**config.mk**
```make
export PLATFORM = sky130hd
export DESIGN_NAME = pipe_hazard_unit
export DESIGN_NICKNAME = d
export VERILOG_FILES = /design/src/rtl/pipe_hazard_unit.sv
export SDC_FILE = /design/constraint.sdc
export NUM_CORES = 1
export LEC_CHECK = 0
export CAP_MARGIN = 30
export CORE_ASPECT_RATIO = 0.9
export CORE_MARGIN = 4
export CORE_UTILIZATION = 43
export CTS_BUF_LIST = sky130_fd_sc_hd__clkbuf_4
export DETAILED_ROUTE_END_ITERATION = 10
export GPL_ROUTABILITY_DRIVEN = 1
export PLACE_DENSITY_LB_ADDON = 0.12
export SLEW_MARGIN = 20
export SYNTH_ARGS = -nofsm -noshare
export SYNTH_HDL_FRONTEND = slang
export SYNTH_SLANG_ARGS = --single-unit
```
**constraint.sdc**
```tcl
create_clock -name clk -period 6.71 [get_ports clk]
set_clock_uncertainty 0.1 [all_clocks]
set_input_delay 0.671 -clock clk [delete_from_list [all_inputs] [get_ports clk]]
set_output_delay 0.671 -clock clk [all_outputs]
set_load 0.02 [all_outputs]
```
**src/rtl/pipe_hazard_unit.sv**
```systemverilog
// pipe_hazard_unit: load-use hazard detection, EX operand forwarding selects and
// pipeline enable/flush/bubble control for an in-order core with DEPTH tracked
// post-decode stages (0=EX ... DEPTH-1=WB).
// Optional performance counters are built only when HAZARD_PERF_EN is defined;
// otherwise the counter ports are tied to zero.
module pipe_hazard_unit #(
    parameter int  RADDR_W    = 5,
    parameter int  NSRC       = 2,
    parameter int  DEPTH      = 3,
    parameter int  LOAD_STAGE = 2,
    parameter int  CNT_W      = 32,
    localparam int SELW       = (DEPTH > 2) ? $clog2(DEPTH) : 1
) (
    input  logic                    clk,
    input  logic                    reset,
    input  logic                    id_valid,
    input  logic [NSRC*RADDR_W-1:0] id_src_addr,
    input  logic [NSRC-1:0]         id_src_used,
    input  logic [RADDR_W-1:0]      id_dst_addr,
    input  logic                    id_dst_we,
    input  logic                    id_is_load,
    input  logic                    id_jump,
    input  logic                    redirect,
    input  logic                    stall_ext,
    output logic                    pipe_en,
    output logic                    pc_we,
    output logic                    ifid_we,
    output logic                    ifid_flush,
    output logic                    idex_bubble,
    output logic [NSRC*SELW-1:0]    fwd_sel,
    output logic [CNT_W-1:0]        perf_stall_cnt,
    output logic [CNT_W-1:0]        perf_flush_cnt,
    output logic [CNT_W-1:0]        perf_fwd_cnt
);

    // Per-stage destination tags of in-flight instructions
    logic [DEPTH-1:0]        st_valid;
    logic [DEPTH-1:0]        st_we;
    logic [DEPTH-1:0]        st_load;
    logic [RADDR_W-1:0]      st_dst [DEPTH];
    // Source operands of the instruction currently in EX
    logic [NSRC*RADDR_W-1:0] ex_src;
    logic [NSRC-1:0]         ex_used;

    logic hazard;
    logic stall;

    // Load-use hazard: an ID operand depends on a load whose data is not yet forwardable
    always_comb begin
        hazard = 1'b0;
        for (int unsigned i = 0; i < NSRC; i++) begin
            for (int unsigned k = 0; k < DEPTH; k++) begin
                if (id_src_used[i] && st_valid[k] && st_we[k] && st_load[k]
                    && (st_dst[k] == id_src_addr[i*RADDR_W +: RADDR_W])
                    && (id_src_addr[i*RADDR_W +: RADDR_W] != '0)
                    && (k + 1 < LOAD_STAGE)) begin
                    hazard = 1'b1;
                end
            end
        end
        hazard = hazard & id_valid;
    end

    // Forward select per EX operand: scan oldest to youngest so the youngest producer wins
    always_comb begin
        fwd_sel = '0;
        if (!reset) begin
            for (int unsigned i = 0; i < NSRC; i++) begin
                for (int unsigned k = DEPTH - 1; k >= 1; k--) begin
                    if (ex_used[i] && st_valid[k] && st_we[k]
                        && (st_dst[k] == ex_src[i*RADDR_W +: RADDR_W])
                        && (ex_src[i*RADDR_W +: RADDR_W] != '0)) begin
                        fwd_sel[i*SELW +: SELW] = SELW'(k);
                    end
                end
            end
        end
    end

    // Pipeline control; a freeze masks everything, redirect overrides a load-use stall
    always_comb begin
        stall = hazard & ~redirect & ~stall_ext;
        if (reset) begin
            pipe_en     = 1'b1;
            pc_we       = 1'b1;
            ifid_we     = 1'b1;
            ifid_flush  = 1'b0;
            idex_bubble = 1'b1;
        end else if (stall_ext) begin
            pipe_en     = 1'b0;
            pc_we       = 1'b0;
            ifid_we     = 1'b0;
            ifid_flush  = 1'b0;
            idex_bubble = 1'b0;
        end else begin
            pipe_en     = 1'b1;
            pc_we       = ~stall;
            ifid_we     = ~stall;
            ifid_flush  = redirect | (id_jump & id_valid & ~stall);
            idex_bubble = stall | redirect | ~id_valid;
        end
    end

    // Tag shift register: advance when the pipeline moves, insert ID or a bubble at EX
    always_ff @(posedge clk) begin
        if (reset) begin
            st_valid <= '0;
            ex_used  <= '0;
        end else if (pipe_en) begin
            for (int unsigned k = 1; k < DEPTH; k++) begin
                st_valid[k] <= st_valid[k-1];
                st_we[k]    <= st_we[k-1];
                st_load[k]  <= st_load[k-1];
                st_dst[k]   <= st_dst[k-1];
            end
            st_valid[0] <= ~idex_bubble;
            st_we[0]    <= id_dst_we;
            st_load[0]  <= id_is_load;
            st_dst[0]   <= id_dst_addr;
            ex_src      <= id_src_addr;
            // Bubbles carry no operand reads so they can never request forwarding
            ex_used     <= idex_bubble ? '0 : id_src_used;
        end
    end

`ifdef HAZARD_PERF_EN
    logic [CNT_W-1:0] stall_cnt;
    logic [CNT_W-1:0] flush_cnt;
    logic [CNT_W-1:0] fwd_cnt;

    // Saturating event counters
    always_ff @(posedge clk) begin
        if (reset) begin
            stall_cnt <= '0;
            flush_cnt <= '0;
            fwd_cnt   <= '0;
        end else begin
            if (stall && (stall_cnt != '1)) begin
                stall_cnt <= stall_cnt + CNT_W'(1);
            end
            if (ifid_flush && (flush_cnt != '1)) begin
                flush_cnt <= flush_cnt + CNT_W'(1);
            end
            if (pipe_en && (|fwd_sel) && (fwd_cnt != '1)) begin
                fwd_cnt <= fwd_cnt + CNT_W'(1);
            end
        end
    end

    assign perf_stall_cnt = stall_cnt;
    assign perf_flush_cnt = flush_cnt;
    assign perf_fwd_cnt   = fwd_cnt;
`else
    assign perf_stall_cnt = '0;
    assign perf_flush_cnt = '0;
    assign perf_fwd_cnt   = '0;
`endif

endmodule

```
==> flow_summary.html <==
<table>
<tr><th>Metric</th><th>Value</th></tr>
<tr><th colspan="2">Worst setup path</th></tr>
<tr><td>Number of buffers and inverters on the critical path</td><td>2</td></tr>
<tr><td>Data arrival time of the critical path</td><td>2.93 ns</td></tr>
<tr><td>Critical path data required time</td><td>5.94 ns</td></tr>
<tr><td>Worst Setup Start Kind</td><td>input pin</td></tr>
<tr><td>Number of cells on the critical path</td><td>7</td></tr>
<tr><td>Number of cells traversed by the worst register-to-register path</td><td>5</td></tr>
<tr><td>Classification of the worst setup path</td><td>input pin to output port</td></tr>
<tr><td>Largest stage delay on the critical path</td><td>0.63 ns</td></tr>
<tr><td>Biggest fanout along the worst timing path</td><td>3</td></tr>
<tr><td>Cell type group with the largest total delay on the critical path</td><td>buffers and inverters</td></tr>
<tr><td>Library cell contributing the largest single delay on the critical path</td><td>clkdlybuf4s50_1</td></tr>
<tr><td>CP cell instances</td><td>clkdlybuf4s50_1, xor2_1, or4_4, nor4b_4, a21oi_1, a21oi_1, clkdlybuf4s50_1</td></tr>
<tr><td>Critical Path End Type</td><td>output port</td></tr>
<tr><th colspan="2">Power</th></tr>
<tr><td>Cell area power density</td><td>193 mW/mm²</td></tr>
<tr><td>Leak</td><td>0.965 nW</td></tr>
<tr><td>Worst vdd ir</td><td>119 µV</td></tr>
<tr><th colspan="2">Yosys</th></tr>
<tr><td>Async set or reset register ratio after synthesis</td><td>0%</td></tr>
<tr><td>Flip-flop and latch count after synthesis</td><td>34</td></tr>
<tr><td>Summed instance area of the synthesized netlist</td><td>0.00228 mm²</td></tr>
<tr><td>Sequential share of the synthesized area</td><td>42.6%</td></tr>
<tr><td>Post-synthesis average cell area</td><td>10.6 µm²</td></tr>
<tr><td>Number of flops mapped to enable cells by yosys</td><td>29</td></tr>
<tr><td>Yosys top cell by area</td><td>edfxtp_1</td></tr>
<tr><td>Synth top area share</td><td>38.2%</td></tr>
<tr><td>Leading register cell type out of synthesis</td><td>edfxtp_1</td></tr>
<tr><td>Top post-synthesis cells by area</td><td>edfxtp_1, buf_4, xnor2_1</td></tr>
<tr><td>Number of warning messages in the yosys log</td><td>0</td></tr>
<tr><td>Unique cell type count in the Yosys netlist</td><td>27</td></tr>
<tr><td>Count of mapped cells out of synthesis</td><td>215</td></tr>
<tr><th colspan="2">Clocking</th></tr>
<tr><td>CTS tree</td><td>done</td></tr>
<tr><td>Clock latency reported for the late side of the worst-skew pair</td><td>0.33 ns</td></tr>
<tr><td>CTS buffer count</td><td>5</td></tr>
<tr><td>CTS clk-pin slew, worst paths</td><td>0.09 ns</td></tr>
<tr><td>Sink count of the clock tree</td><td>34</td></tr>
<tr><td>Clk buf depth</td><td>2</td></tr>
<tr><td>Buffer cell driving the clock tree root</td><td>clkbuf_4</td></tr>
<tr><td>Setup repair bufs after CTS</td><td>0</td></tr>
<tr><td>Hold-fix buffers at CTS</td><td>0</td></tr>
<tr><td>H-tree Lvls</td><td>2</td></tr>
<tr><td>CTS-repair resized insts</td><td>0</td></tr>
<tr><th colspan="2">Routing</th></tr>
<tr><td>Total via count after detailed routing</td><td>1,233</td></tr>
<tr><td>Routed WL</td><td>3.74 mm</td></tr>
<tr><td>Pre-antenna DRT Iters</td><td>4</td></tr>
<tr><td>Routed wire per std cell</td><td>11.7 µm</td></tr>
<tr><td>Via density per instance</td><td>3.87</td></tr>
<tr><td>Remaining antenna violation count</td><td>0</td></tr>
<tr><td>Residual DRC</td><td>0</td></tr>
<tr><td>First DRT Iteration DRCs</td><td>38</td></tr>
<tr><th colspan="2">Layout</th></tr>
<tr><td>Number of non-filler instances in the completed layout</td><td>319</td></tr>
<tr><td>Area growth from synthesis to layout</td><td>4.40%</td></tr>
<tr><td>Count of antenna diodes in the layout</td><td>0</td></tr>
<tr><td>Share of cells above drive strength 1</td><td>4.72%</td></tr>
<tr><td>Most common cell after layout, fill and taps aside</td><td>conb_1</td></tr>
<tr><td>Layout net count</td><td>278</td></tr>
<tr><td>Most frequent cells in the layout</td><td>conb_1, clkdlybuf4s50_1, edfxtp_1</td></tr>
<tr><th colspan="2">Outcome</th></tr>
<tr><td>Outcome</td><td>complete, no violations</td></tr>
<tr><th colspan="2">STA</th></tr>
<tr><td>Tightest Pin Transition</td><td>0.632 ns</td></tr>
<tr><td>Setup repair after global routing missed its margin</td><td>no</td></tr>
<tr><td>Final hold viol count</td><td>0</td></tr>
<tr><td>Final clock period utilization by the worst path</td><td>55.2%</td></tr>
<tr><td>Minimum clock period after layout</td><td>3.70 ns</td></tr>
<tr><td>Hold Worst Slack</td><td>0.367 ns</td></tr>
<tr><td>Relative slew slack</td><td>57.8%</td></tr>
<tr><td>Highest achievable clock rate</td><td>270 MHz</td></tr>
<tr><td>Number of slew-limit violations in the final report</td><td>0</td></tr>
<tr><td>Number of failing setup endpoints in the final timing report</td><td>0</td></tr>
<tr><td>Sum Neg Setup Slack</td><td>0 ns</td></tr>
<tr><th colspan="2">Floorplanning</th></tr>
<tr><td>Count of standard-cell rows</td><td>24</td></tr>
<tr><td>Effective utilization at floorplan</td><td>45.7%</td></tr>
<tr><td>Placeable core region</td><td>0.00498 mm²</td></tr>
<tr><td># IOs</td><td>130</td></tr>
<tr><td>Die height</td><td>77.0 µm</td></tr>
<tr><td>Chip width</td><td>84.7 µm</td></tr>
<tr><td>Die area</td><td>0.00653 mm²</td></tr>
<tr><th colspan="2">Placement</th></tr>
<tr><td>Count of buffers from port buffering</td><td>33</td></tr>
<tr><td>Final weighted congestion of routability-driven global placement</td><td>0.730</td></tr>
<tr><td>Cell count after placement</td><td>311</td></tr>
<tr><td>Post-detailed-placement half-perimeter wirelength</td><td>3.13 mm</td></tr>
<tr><th colspan="2">Global route</th></tr>
<tr><td>Vias in the first global route</td><td>1,142</td></tr>
<tr><td>Global Route Usage Sum</td><td>10.6%</td></tr>
<tr><td>Antenna violations before repair</td><td>0</td></tr>
<tr><td>Wire length of the first global-routing pass</td><td>5.49 mm</td></tr>
<tr><td>Largest net degree at the start of global routing</td><td>34</td></tr>
<tr><td>Global route total overflow</td><td>0</td></tr>
<tr><th colspan="2">Run</th></tr>
<tr><td>Max Cap Violations</td><td>0</td></tr>
<tr><th colspan="2">Min path</th></tr>
<tr><td>Min-Delay Path Class</td><td>register to register</td></tr>
<tr><td>Hold path depth</td><td>2</td></tr>
</table>
-- worst paths after layout --
path	end	start	slack, ns
setup / recovery	idex_bubble	id_src_addr[2]	3.01
hold / removal	ex_used[1]	ex_used[1]	0.37
setup reg to reg	ex_used[0]	st_dst[0][2]	4.85
hold reg to reg	ex_used[1]	ex_used[1]	0.37
-- cell families (layout without fill, tap and decap cells) --
family / after synthesis / after routing / share of synthesized area, %
flip-flops: 34 / 34 / 42.6
multiplexers: 2 / 2 / 0.879
buffers and inverters: 102 / 46 / 32.8
XOR/XNOR: 28 / 28 / 10.8
other: 1 / 96 / 0.165
AND/OR/NAND/NOR: 33 / 33 / 9.07
AO/OA/AOI/OAI: 15 / 15 / 3.68
-- report_power, final --
group | total [W] | internal (W) | switching [W] | leakage [nW]
logic | 0.0000971 | 0.0000280 | 0.0000691 | 0.619
registers | 0.000251 | 0.000241 | 0.00000999 | 0.313
clock network | 0.000110 | 0.0000434 | 0.0000662 | 0.0331
total | 0.000458 | 0.000312 | 0.000145 | 0.965
-- metal layers --
metal	up-vias	part of all wire, %	global-route usage [%]	wire length (µm)
met3	8	11	3.00	414
li1	612	-	-	-
met2	75	47	16.8	1760
met5	-	0	0	0
met1	538	40	13.6	1500
met4	0	1.7	4.27	64
-- flip-flops by register name, indices dropped and copies added (netlist names) --
| signal | flops |
|---|---|
| ex_src | 10 |
| st_valid | 3 |
| st_we | 3 |
| st_load | 1 |
| ex_used | 2 |
| st_dst | 15 |
-- through the flow --
step	total power [W]	worst slack [ns]	utilization (%)	area, µm²
after floorplan	0.000368	3.17	-	2630
after global placement	0.000352	2.99	46.6	2320
after detailed placement	0.000352	3.01	46.6	2320
after CTS	0.000463	2.99	47.7	2380
after global routing	0.000479	2.88	47.7	2380
final	0.000458	3.01	47.7	2380
-- synthesized netlist by cell type (2+ instances only) --
library cell,count
edfxtp_1,29
o21ai_1,4
nand3_1,4
dfxtp_1,5
buf_4,97
nor2_1,5
nor4_1,4
o21ai_0,4
nor3b_1,2
xor2_1,8
nand4_1,4
inv_1,4
or4_1,3
a21oi_1,4
xnor2_1,20
mux2i_1,2
nand2_1,6
-- tightest hold or removal path: stages (launching register included) --
cell and delay [ns]:
dfxtp_1 0.33, nand2_1 0.06, o21ai_1 0.05
-- layout make-up --
class | count | area [µm²]
multi-input cells | 174 | 918
inverters | 4 | 15.0
repair buffers | 34 | 338
fillers | 496 | 2610
flip-flops and latches | 34 | 971
clock buffers | 6 | 45.0
clock inverters | 2 | 8.76
well taps | 65 | 81.3
No activity file was read; power rests on OpenSTA's default activity.
